<file path="src/rtl/posit_fr_mult_pipe_if.sv">
// posit_fr_mult_pipe_if
//  Operand/result bundle for the fixed-regime posit multiplier.
//  Handshake: a beat moves across a channel on the rising clk edge where both
//  its valid and its ready are high. The producer holds data stable while
//  valid is high and ready is low; ready may depend combinationally on the
//  consumer state but never on valid from the same channel.
//  Signals:
//   in_valid / in_ready / a / b                  operand channel (master -> slave)
//   out_valid / out_ready / out                  result channel  (slave -> master)
//   out_nar / out_zero / out_sat                 result flags, qualified by out_valid
//  Modports: master = operand source / result sink, slave = multiplier.
interface posit_fr_mult_pipe_if #(
  parameter int N = 8
);
  logic         in_valid;
  logic         in_ready;
  logic [N-1:0] a;
  logic [N-1:0] b;
  logic         out_valid;
  logic         out_ready;
  logic [N-1:0] out;
  logic         out_nar;
  logic         out_zero;
  logic         out_sat;

  modport master (
    output in_valid, a, b, out_ready,
    input  in_ready, out_valid, out, out_nar, out_zero, out_sat
  );

  modport slave (
    input  in_valid, a, b, out_ready,
    output in_ready, out_valid, out, out_nar, out_zero, out_sat
  );
endinterface

</file>
<file path="src/rtl/posit_fr_mult_pipe.sv">
// posit_fr_mult_pipe
//  Three-stage pipelined multiplier for fixed-regime posits laid out as
//  sign | RS-bit biased regime | ES-bit exponent | F-bit fraction.
//  Round-to-nearest-even, saturation to maxpos/minpos, NaR and zero flags.
//  Ports:
//   clk    clock
//   reset  synchronous, active-high; drops all in-flight data
//   bus    posit_fr_mult_pipe_if.slave (operands in, product + flags out)
//  Stages: S1 decoded operand fields, S2 raw product + scale sum,
//  S3 rounded/encoded word + flags (the output register). All stages move
//  together on advance = !out_valid | out_ready, so a stalled pipe holds
//  everything stable and a flowing pipe accepts one pair per cycle.
module posit_fr_mult_pipe #(
  parameter int N  = 8,
  parameter int ES = 2,
  parameter int RS = 2
) (
  input  logic                  clk,
  input  logic                  reset,
  posit_fr_mult_pipe_if.slave   bus
);

  localparam int F  = N - 1 - RS - ES;
  localparam int SW = RS + ES + 3;
  localparam int PW = 2 * F + 2;

  localparam int SCALE_MAX = ((1 << (RS - 1)) - 1) * (1 << ES) + (1 << ES) - 1;
  localparam int SCALE_MIN = -((1 << (RS - 1)) * (1 << ES));

  localparam logic signed [SW-1:0] SMAX  = SW'(SCALE_MAX);
  localparam logic signed [SW-1:0] SMIN  = SW'(SCALE_MIN);
  localparam logic signed [SW-1:0] RBIAS = SW'(1 << (RS - 1));
  localparam logic [N-1:0]         NAR_W = {1'b1, {(N-1){1'b0}}};
  localparam logic [N-2:0]         MAXPOS_M = '1;
  localparam logic [N-2:0]         MINPOS_M = (N-1)'(1);

  typedef struct packed {
    logic          sign;
    logic          nar;
    logic          zero;
    logic [F-1:0]  frac;
    logic [SW-1:0] scale;
  } dec_t;

  // Negative words are decoded from their two's-complement magnitude.
  function automatic dec_t decode(input logic [N-1:0] w);
    dec_t                  d;
    logic [N-1:0]          neg;
    logic [N-2:0]          m;
    logic [RS-1:0]         r;
    logic [ES-1:0]         e;
    logic signed [SW-1:0]  k;
    neg     = ~w + N'(1);
    m       = w[N-1] ? neg[N-2:0] : w[N-2:0];
    r       = m[N-2 -: RS];
    e       = m[N-2-RS -: ES];
    k       = $signed({{(SW-RS){1'b0}}, r}) - RBIAS;
    d.sign  = w[N-1];
    d.nar   = (w == NAR_W);
    d.zero  = (w == '0);
    d.frac  = m[F-1:0];
    d.scale = (k <<< ES) + $signed({{(SW-ES){1'b0}}, e});
    return d;
  endfunction

  dec_t da;
  dec_t db;
  assign da = decode(bus.a);
  assign db = decode(bus.b);

  logic advance;
  logic out_valid_q;
  assign advance      = !out_valid_q || bus.out_ready;
  assign bus.in_ready = advance;

  // S1: decoded fields
  logic          s1_valid;
  logic          s1_nar;
  logic          s1_zero;
  logic          s1_sign;
  logic [F-1:0]  s1_fa;
  logic [F-1:0]  s1_fb;
  logic [SW-1:0] s1_sa;
  logic [SW-1:0] s1_sb;

  always_ff @(posedge clk) begin
    if (reset) begin
      s1_valid <= 1'b0;
    end else if (advance) begin
      s1_valid <= bus.in_valid;
      s1_nar   <= da.nar | db.nar;
      s1_zero  <= da.zero | db.zero;
      s1_sign  <= da.sign ^ db.sign;
      s1_fa    <= da.frac;
      s1_fb    <= db.frac;
      s1_sa    <= da.scale;
      s1_sb    <= db.scale;
    end
  end

  // S2: significand product and unnormalised scale
  logic          s2_valid;
  logic          s2_nar;
  logic          s2_zero;
  logic          s2_sign;
  logic [PW-1:0] s2_prod;
  logic [SW-1:0] s2_scale;

  always_ff @(posedge clk) begin
    if (reset) begin
      s2_valid <= 1'b0;
    end else if (advance) begin
      s2_valid <= s1_valid;
      s2_nar   <= s1_nar;
      s2_zero  <= s1_zero;
      s2_sign  <= s1_sign;
      s2_prod  <= PW'({1'b1, s1_fa}) * PW'({1'b1, s1_fb});
      s2_scale <= s1_sa + s1_sb;
    end
  end

  // S3 combinational: normalise, round, clamp, encode
  logic [PW-1:0]        norm;
  logic [F-1:0]         frac_t;
  logic                 guard;
  logic                 sticky;
  logic                 round_up;
  logic [F:0]           frac_sum;
  logic signed [SW-1:0] scale_r;
  logic signed [SW-1:0] r_enc;
  logic [N-2:0]         mag;
  logic [N-1:0]         word;
  logic                 nar_c;
  logic                 zero_c;
  logic                 sat_c;

  always_comb begin
    // Product of two [1,2) significands lies in [1,4); shifting the [1,2)
    // case up puts the hidden one at PW-1 for both, so one slice serves.
    norm     = s2_prod[PW-1] ? s2_prod : (s2_prod << 1);
    frac_t   = norm[PW-2 -: F];
    guard    = norm[F];
    sticky   = |norm[F-1:0];
    round_up = guard & (sticky | frac_t[0]);
    frac_sum = {1'b0, frac_t} + (F+1)'(round_up);
    // frac_sum[F] set means the fraction wrapped to zero: bump the scale.
    scale_r  = $signed(s2_scale)
             + $signed(SW'(s2_prod[PW-1]))
             + $signed(SW'(frac_sum[F]));
    r_enc    = (scale_r >>> ES) + RBIAS;
    mag      = {r_enc[RS-1:0], scale_r[ES-1:0], frac_sum[F-1:0]};
    sat_c    = 1'b0;
    nar_c    = 1'b0;
    zero_c   = 1'b0;
    if (scale_r > SMAX) begin
      mag   = MAXPOS_M;
      sat_c = 1'b1;
    end else if ((scale_r < SMIN) || (mag == '0)) begin
      // The all-zero magnitude is the zero encoding, so clamp to minpos.
      mag   = MINPOS_M;
      sat_c = 1'b1;
    end
    word = s2_sign ? (~{1'b0, mag} + N'(1)) : {1'b0, mag};
    if (s2_nar) begin
      word  = NAR_W;
      nar_c = 1'b1;
      sat_c = 1'b0;
    end else if (s2_zero) begin
      word   = '0;
      zero_c = 1'b1;
      sat_c  = 1'b0;
    end
  end

  // S3 register: output word and flags
  logic [N-1:0] out_q;
  logic         nar_q;
  logic         zero_q;
  logic         sat_q;

  always_ff @(posedge clk) begin
    if (reset) begin
      out_valid_q <= 1'b0;
      out_q       <= '0;
      nar_q       <= 1'b0;
      zero_q      <= 1'b0;
      sat_q       <= 1'b0;
    end else if (advance) begin
      out_valid_q <= s2_valid;
      if (s2_valid) begin
        out_q  <= word;
        nar_q  <= nar_c;
        zero_q <= zero_c;
        sat_q  <= sat_c;
      end
    end
  end

  assign bus.out_valid = out_valid_q;
  assign bus.out       = out_q;
  assign bus.out_nar   = nar_q;
  assign bus.out_zero  = zero_q;
  assign bus.out_sat   = sat_q;

endmodule

</file>
<file path="src/flat_wrapper.sv">
// flat-port wrapper written by rule: the top's interface ports become plain ports
module posit_fr_mult_pipe_flat 
#(
  parameter int N  = 8,
  parameter int ES = 2,
  parameter int RS = 2
)
  (clk, reset, bus_in_valid, bus_a, bus_b, bus_out_ready, bus_in_ready, bus_out_valid, bus_out, bus_out_nar, bus_out_zero, bus_out_sat);
  posit_fr_mult_pipe_if #(.N(N)) bus_i ();
  input  logic clk;
  input  logic reset;
  input wire logic [$bits(bus_i.in_valid)-1:0] bus_in_valid;
  input wire logic [$bits(bus_i.a)-1:0] bus_a;
  input wire logic [$bits(bus_i.b)-1:0] bus_b;
  input wire logic [$bits(bus_i.out_ready)-1:0] bus_out_ready;
  output wire logic [$bits(bus_i.in_ready)-1:0] bus_in_ready;
  output wire logic [$bits(bus_i.out_valid)-1:0] bus_out_valid;
  output wire logic [$bits(bus_i.out)-1:0] bus_out;
  output wire logic [$bits(bus_i.out_nar)-1:0] bus_out_nar;
  output wire logic [$bits(bus_i.out_zero)-1:0] bus_out_zero;
  output wire logic [$bits(bus_i.out_sat)-1:0] bus_out_sat;
  assign bus_i.in_valid = bus_in_valid;
  assign bus_i.a = bus_a;
  assign bus_i.b = bus_b;
  assign bus_i.out_ready = bus_out_ready;
  assign bus_in_ready = bus_i.in_ready;
  assign bus_out_valid = bus_i.out_valid;
  assign bus_out = bus_i.out;
  assign bus_out_nar = bus_i.out_nar;
  assign bus_out_zero = bus_i.out_zero;
  assign bus_out_sat = bus_i.out_sat;
  posit_fr_mult_pipe #(.N(N), .ES(ES), .RS(RS)) u_core (.clk(clk), .reset(reset), .bus(bus_i));
endmodule
</file>
<file path="config.mk">
export PLATFORM = sky130hd
export DESIGN_NAME = posit_fr_mult_pipe_flat
export DESIGN_NICKNAME = d
export VERILOG_FILES = /design/src/rtl/posit_fr_mult_pipe_if.sv /design/src/rtl/posit_fr_mult_pipe.sv /design/src/flat_wrapper.sv
export SDC_FILE = /design/constraint.sdc
export NUM_CORES = 1
export LEC_CHECK = 0
export ABC_AREA = 1
export CORE_ASPECT_RATIO = 0.75
export CORE_MARGIN = 2
export CORE_UTILIZATION = 38
export DETAILED_ROUTE_END_ITERATION = 8
export PLACE_DENSITY = 0.62
export SLEW_MARGIN = 25
export SYNTH_ARGS = -nofsm -noshare
export SYNTH_HDL_FRONTEND = slang
export SYNTH_SLANG_ARGS = --single-unit
</file>
<file path="constraint.sdc">
create_clock -name clk -period 7.03 [get_ports clk]
set_input_delay 2.109 -clock clk [delete_from_list [all_inputs] [get_ports clk]]
set_output_delay 2.109 -clock clk [all_outputs]
set_load 0.05 [all_outputs]
</file>
==> impl.org <==
** Synth
- Number of warnings reported in the yosys synthesis log :: 0
- Number of instances in the synthesized netlist :: 345
- Most frequent cell after synthesis :: sky130_fd_sc_hd__nand2_1
- In this run, synthesis produced a sequential element count of 49.
- Average cell area after synthesis :: 8.67 um^2
- Proportion of synthesized flip-flops having asynchronous set or reset :: 0%
- The share of synthesized area in the top cell type comes to 35.1%.
- Commonest register cell after synthesis :: sky130_fd_sc_hd__edfxtp_1
- Mapped cell area :: 0.00299 mm^2
- By count the netlist is led by 79 x sky130_fd_sc_hd__nand2_1, 58 x sky130_fd_sc_hd__inv_1, 35 x sky130_fd_sc_hd__edfxtp_1.
- The number of different library cells used by synthesis comes to 34.
- The synthesized design spends more area on one cell type than any other, namely sky130_fd_sc_hd__edfxtp_1.
- Post-synth EDFFs :: 35
- Yosys attributes the largest share of cell area to sky130_fd_sc_hd__edfxtp_1 35%, sky130_fd_sc_hd__nand2_1 9.9%, sky130_fd_sc_hd__dfxtp_1 9.4%, sky130_fd_sc_hd__ha_1 8.4%, sky130_fd_sc_hd__inv_1 7.3%.
- Number of nets in the synthesized netlist :: 392
- Of the synthesized area, sequential elements account for 44.5%.

** Drt
- Drt pass-1 iters :: 4
- Starting DRT DRC Count :: 76
- For this run, design rule violations remaining after detail routing come to 0.
- Per-cell routed wire length :: 9.88 um
- After detailed routing, the total wire length is 4770 um.
- ANT nets after route :: 0
- Vias per cell :: 4.50
- Total number of vias :: 2173

** Setup path
- The most numerous cell type found on the critical path is sky130_fd_sc_hd__clkdlybuf4s50_1.
- The worst setup path is captured at an output pin.
- The worst setup path is launched from an input port.
- Delay-heaviest family, CP :: buffers and inverters
- Worst R2R Start :: u_core.s2_prod[7]
- Origin of the worst setup path :: bus_out_ready
- The slowest stage of the critical path belongs to the cell sky130_fd_sc_hd__clkdlybuf4s50_1.
- Buf+Inv Stages, Crit Path :: 3
- At the worst endpoint, the arrival time is 3.68 ns.
- Peak per-stage delay on the critical path :: 0.72 ns
- The critical path is of the input port to output pin type.
- Of all nets on the critical path, the largest fanout is 6.
- Traced cell by cell, the critical path runs through clkdlybuf4s50_1 > nor2_1 > inv_1 > clkdlybuf4s50_1.
- At the worst endpoint, the required time is 4.92 ns.

** Run
- Max-cap violations :: 0

** Floorplan
- Initial Utilization :: 39.9%
- From bottom edge to top edge, the die measures 80.8 um.
- Row generation in the floorplan step produced 27 rows.
- The total area inside the core boundary comes to 0.00750 mm^2.
- 33 I/O pins were placed.
- The floorplan step set the die width to 106 um.
- The floorplan step defined a die boundary enclosing 0.00860 mm^2.

** STA
- Final setup violation count :: 0
- Fraction of the cycle the final worst path needs :: 82.3%
- Final clock skew :: 0.00947 ns
- Setup repair after global routing missed its margin :: no
- The final count of pins violating max slew came to 0.
- At the pin with the least slew margin, the transition time is 0.531 ns.
- Maximum frequency from static timing analysis :: 0.173 GHz
- Hold is met by 0.431 ns.
- The worst path needs 5.79 ns of the cycle, external delays included.
- Setup total negative slack on the finished layout was measured at 0 ns.
- The final number of hold-violating endpoints was 0.
- Rel. slew slack :: 64.5%

** Global route
- Global router's overall resource usage :: 12.2%
- The via count of the first global-routing pass came to 2013.
- The total overflow left after global routing is 0.
- The number of antenna violations at the first check in global routing is 0.
- The first global-routing pass estimated 8390 um of wire.
- Pin count of the biggest net entering global routing :: 36

** Clock tree
- Number of hold buffers added after CTS :: 0
- The tree is rooted in a sky130_fd_sc_hd__clkbuf_8.
- Clock sink total :: 49
- In this run the post-CTS setup repair buffer count came out at 0.
- Number of levels in the clock H-tree :: 2
- Clock-pin slew reported for the worst setup and hold paths after clock tree synthesis :: 0.09 ns
- In this run, CTS created clock tree buffers numbering 5.
- The later pin in the worst-skew pair is clocked with a latency of 0.31 ns.
- TritonCTS clock tree :: done
- Resize count post-CTS :: 0
- Max Buffers Root-to-Sink :: 2

** Layout
- In the final design database the tool counted 428 nets.
- Total inserted antenna cells :: 0
- Once layout is complete, the cells apart from fillers number 483.
- Final Core Density :: 47.3%
- Fill cells :: 744
- Area overhead of the layout relative to synthesis :: 18.6%
- The post-route netlist has 7.33% of its cells at a drive strength greater than 1.

** Min path
- Worst min-delay path class :: register to register
- Hold path startpoint :: u_core.s1_zero

** Power
- Power per cell area :: 228 mW/mm^2
- VDD sags by at most 79.9 uV.
- The analysis attributes to cell leakage a power of 0.00159 uW.
- The completed layout was analyzed and its total power is 808 uW.

** Placement
- Detailed placer's ending HPWL :: 3910 um
- Gp weighted congestion :: 0.819
- Including well taps, the total number of placed cells is 475.
- # port buffers :: 32

** Outcome
- The run finished with clean final reports.
==> registers in the layout (all words and copies together) (netlist names) <==
register and count:
u_core.bus.out_nar 1, u_core.s1_sb 4, u_core.s2_sign 1, u_core.bus.out_sat 1, u_core.s2_scale 7, u_core.s2_zero 1
u_core.s2_nar 1, u_core.s1_sa 4, u_core.s1_fb 3, u_core.s1_nar 1, u_core.bus.out_zero 1, u_core.bus.out_valid 1
u_core.s1_zero 1, u_core.bus.out 8, u_core.s1_valid 1, u_core.s2_valid 1, u_core.s2_prod 8, u_core.s1_sign 1
u_core.s1_fa 3
==> worst paths after layout <==
kind / to / slack [ns] / cells past startpoint
min reg2reg: u_core.s2_zero / 0.43 / 0
max reg2reg: u_core.bus.out[4] / 3.74 / 20
min: u_core.s2_zero / 0.43 / 0
max: bus_in_ready / 1.24 / 4
==> metal layers <==
metal	vias to the layer above	share of wire [%]	track usage (%)
met2	27	43	20.2
met1	957	52	15.7
li1	1184	-	-
met5	-	0	0
met4	0	1.1	3.12
met3	5	3.9	4.09
==> layout by cell type, fill, tap and decap left out, types with 7 or more instances in the layout <==
| master | synthesis | routed |
|---|---|---|
| sky130_fd_sc_hd__nand2_1 | 79 | 79 |
| sky130_fd_sc_hd__inv_1 | 58 | 58 |
| sky130_fd_sc_hd__edfxtp_1 | 35 | 35 |
| sky130_fd_sc_hd__clkdlybuf4s50_1 | 0 | 32 |
| sky130_fd_sc_hd__nor2_1 | 28 | 27 |
| sky130_fd_sc_hd__ha_1 | 20 | 20 |
| sky130_fd_sc_hd__nand3_1 | 18 | 18 |
| sky130_fd_sc_hd__a21oi_1 | 15 | 15 |
| sky130_fd_sc_hd__dfxtp_1 | 14 | 14 |
| sky130_fd_sc_hd__xnor2_1 | 9 | 9 |
| sky130_fd_sc_hd__o21ai_0 | 9 | 9 |
| sky130_fd_sc_hd__xor2_1 | 8 | 8 |
| sky130_fd_sc_hd__fa_1 | 7 | 7 |
==> cell families (layout without fill, tap and decap cells) <==
family,after synthesis,count (layout),share of synthesized area (%)
AND/OR/NAND/NOR,150,150,21.9
flip-flops,49,49,44.5
XOR/XNOR,17,17,4.98
adder cells (fa/ha/maj),27,27,13.1
AO/OA/AOI/OAI,36,36,7.20
buffers and inverters,66,103,8.33
==> through the flow <==
step                instance area (um^2)  worst slack [ns]
floorplan                           2990              2.28
global placement                    3430              1.28
detailed placement                  3430              1.26
CTS                                 3550              1.26
global route                        3550              1.17
finish                              3550              1.24
==> report_power, final <==
group | switching (uW) | leakage (uW) | internal [uW] | total (uW)
combinational | 140 | 0.00107 | 95.4 | 235
sequential | 18.9 | 0.000458 | 349 | 367
clock | 96.5 | 0.0000591 | 108 | 205
total | 255 | 0.00159 | 552 | 808
==> layout make-up <==
cell class                      instances  area, um^2  share of cell area, %
Timing Repair Buffer                   33         328                   9.24
Multi-Input combinational cell        230        1410                   39.8
Clock buffer                            5        68.8                   1.94
Sequential cell                        49        1330                   37.5
Inverter                               62         233                   6.56
Tap cell                              101         126                   3.56
Clock inverter                          3        47.5                   1.34
No activity file was read; power rests on OpenSTA's default activity.
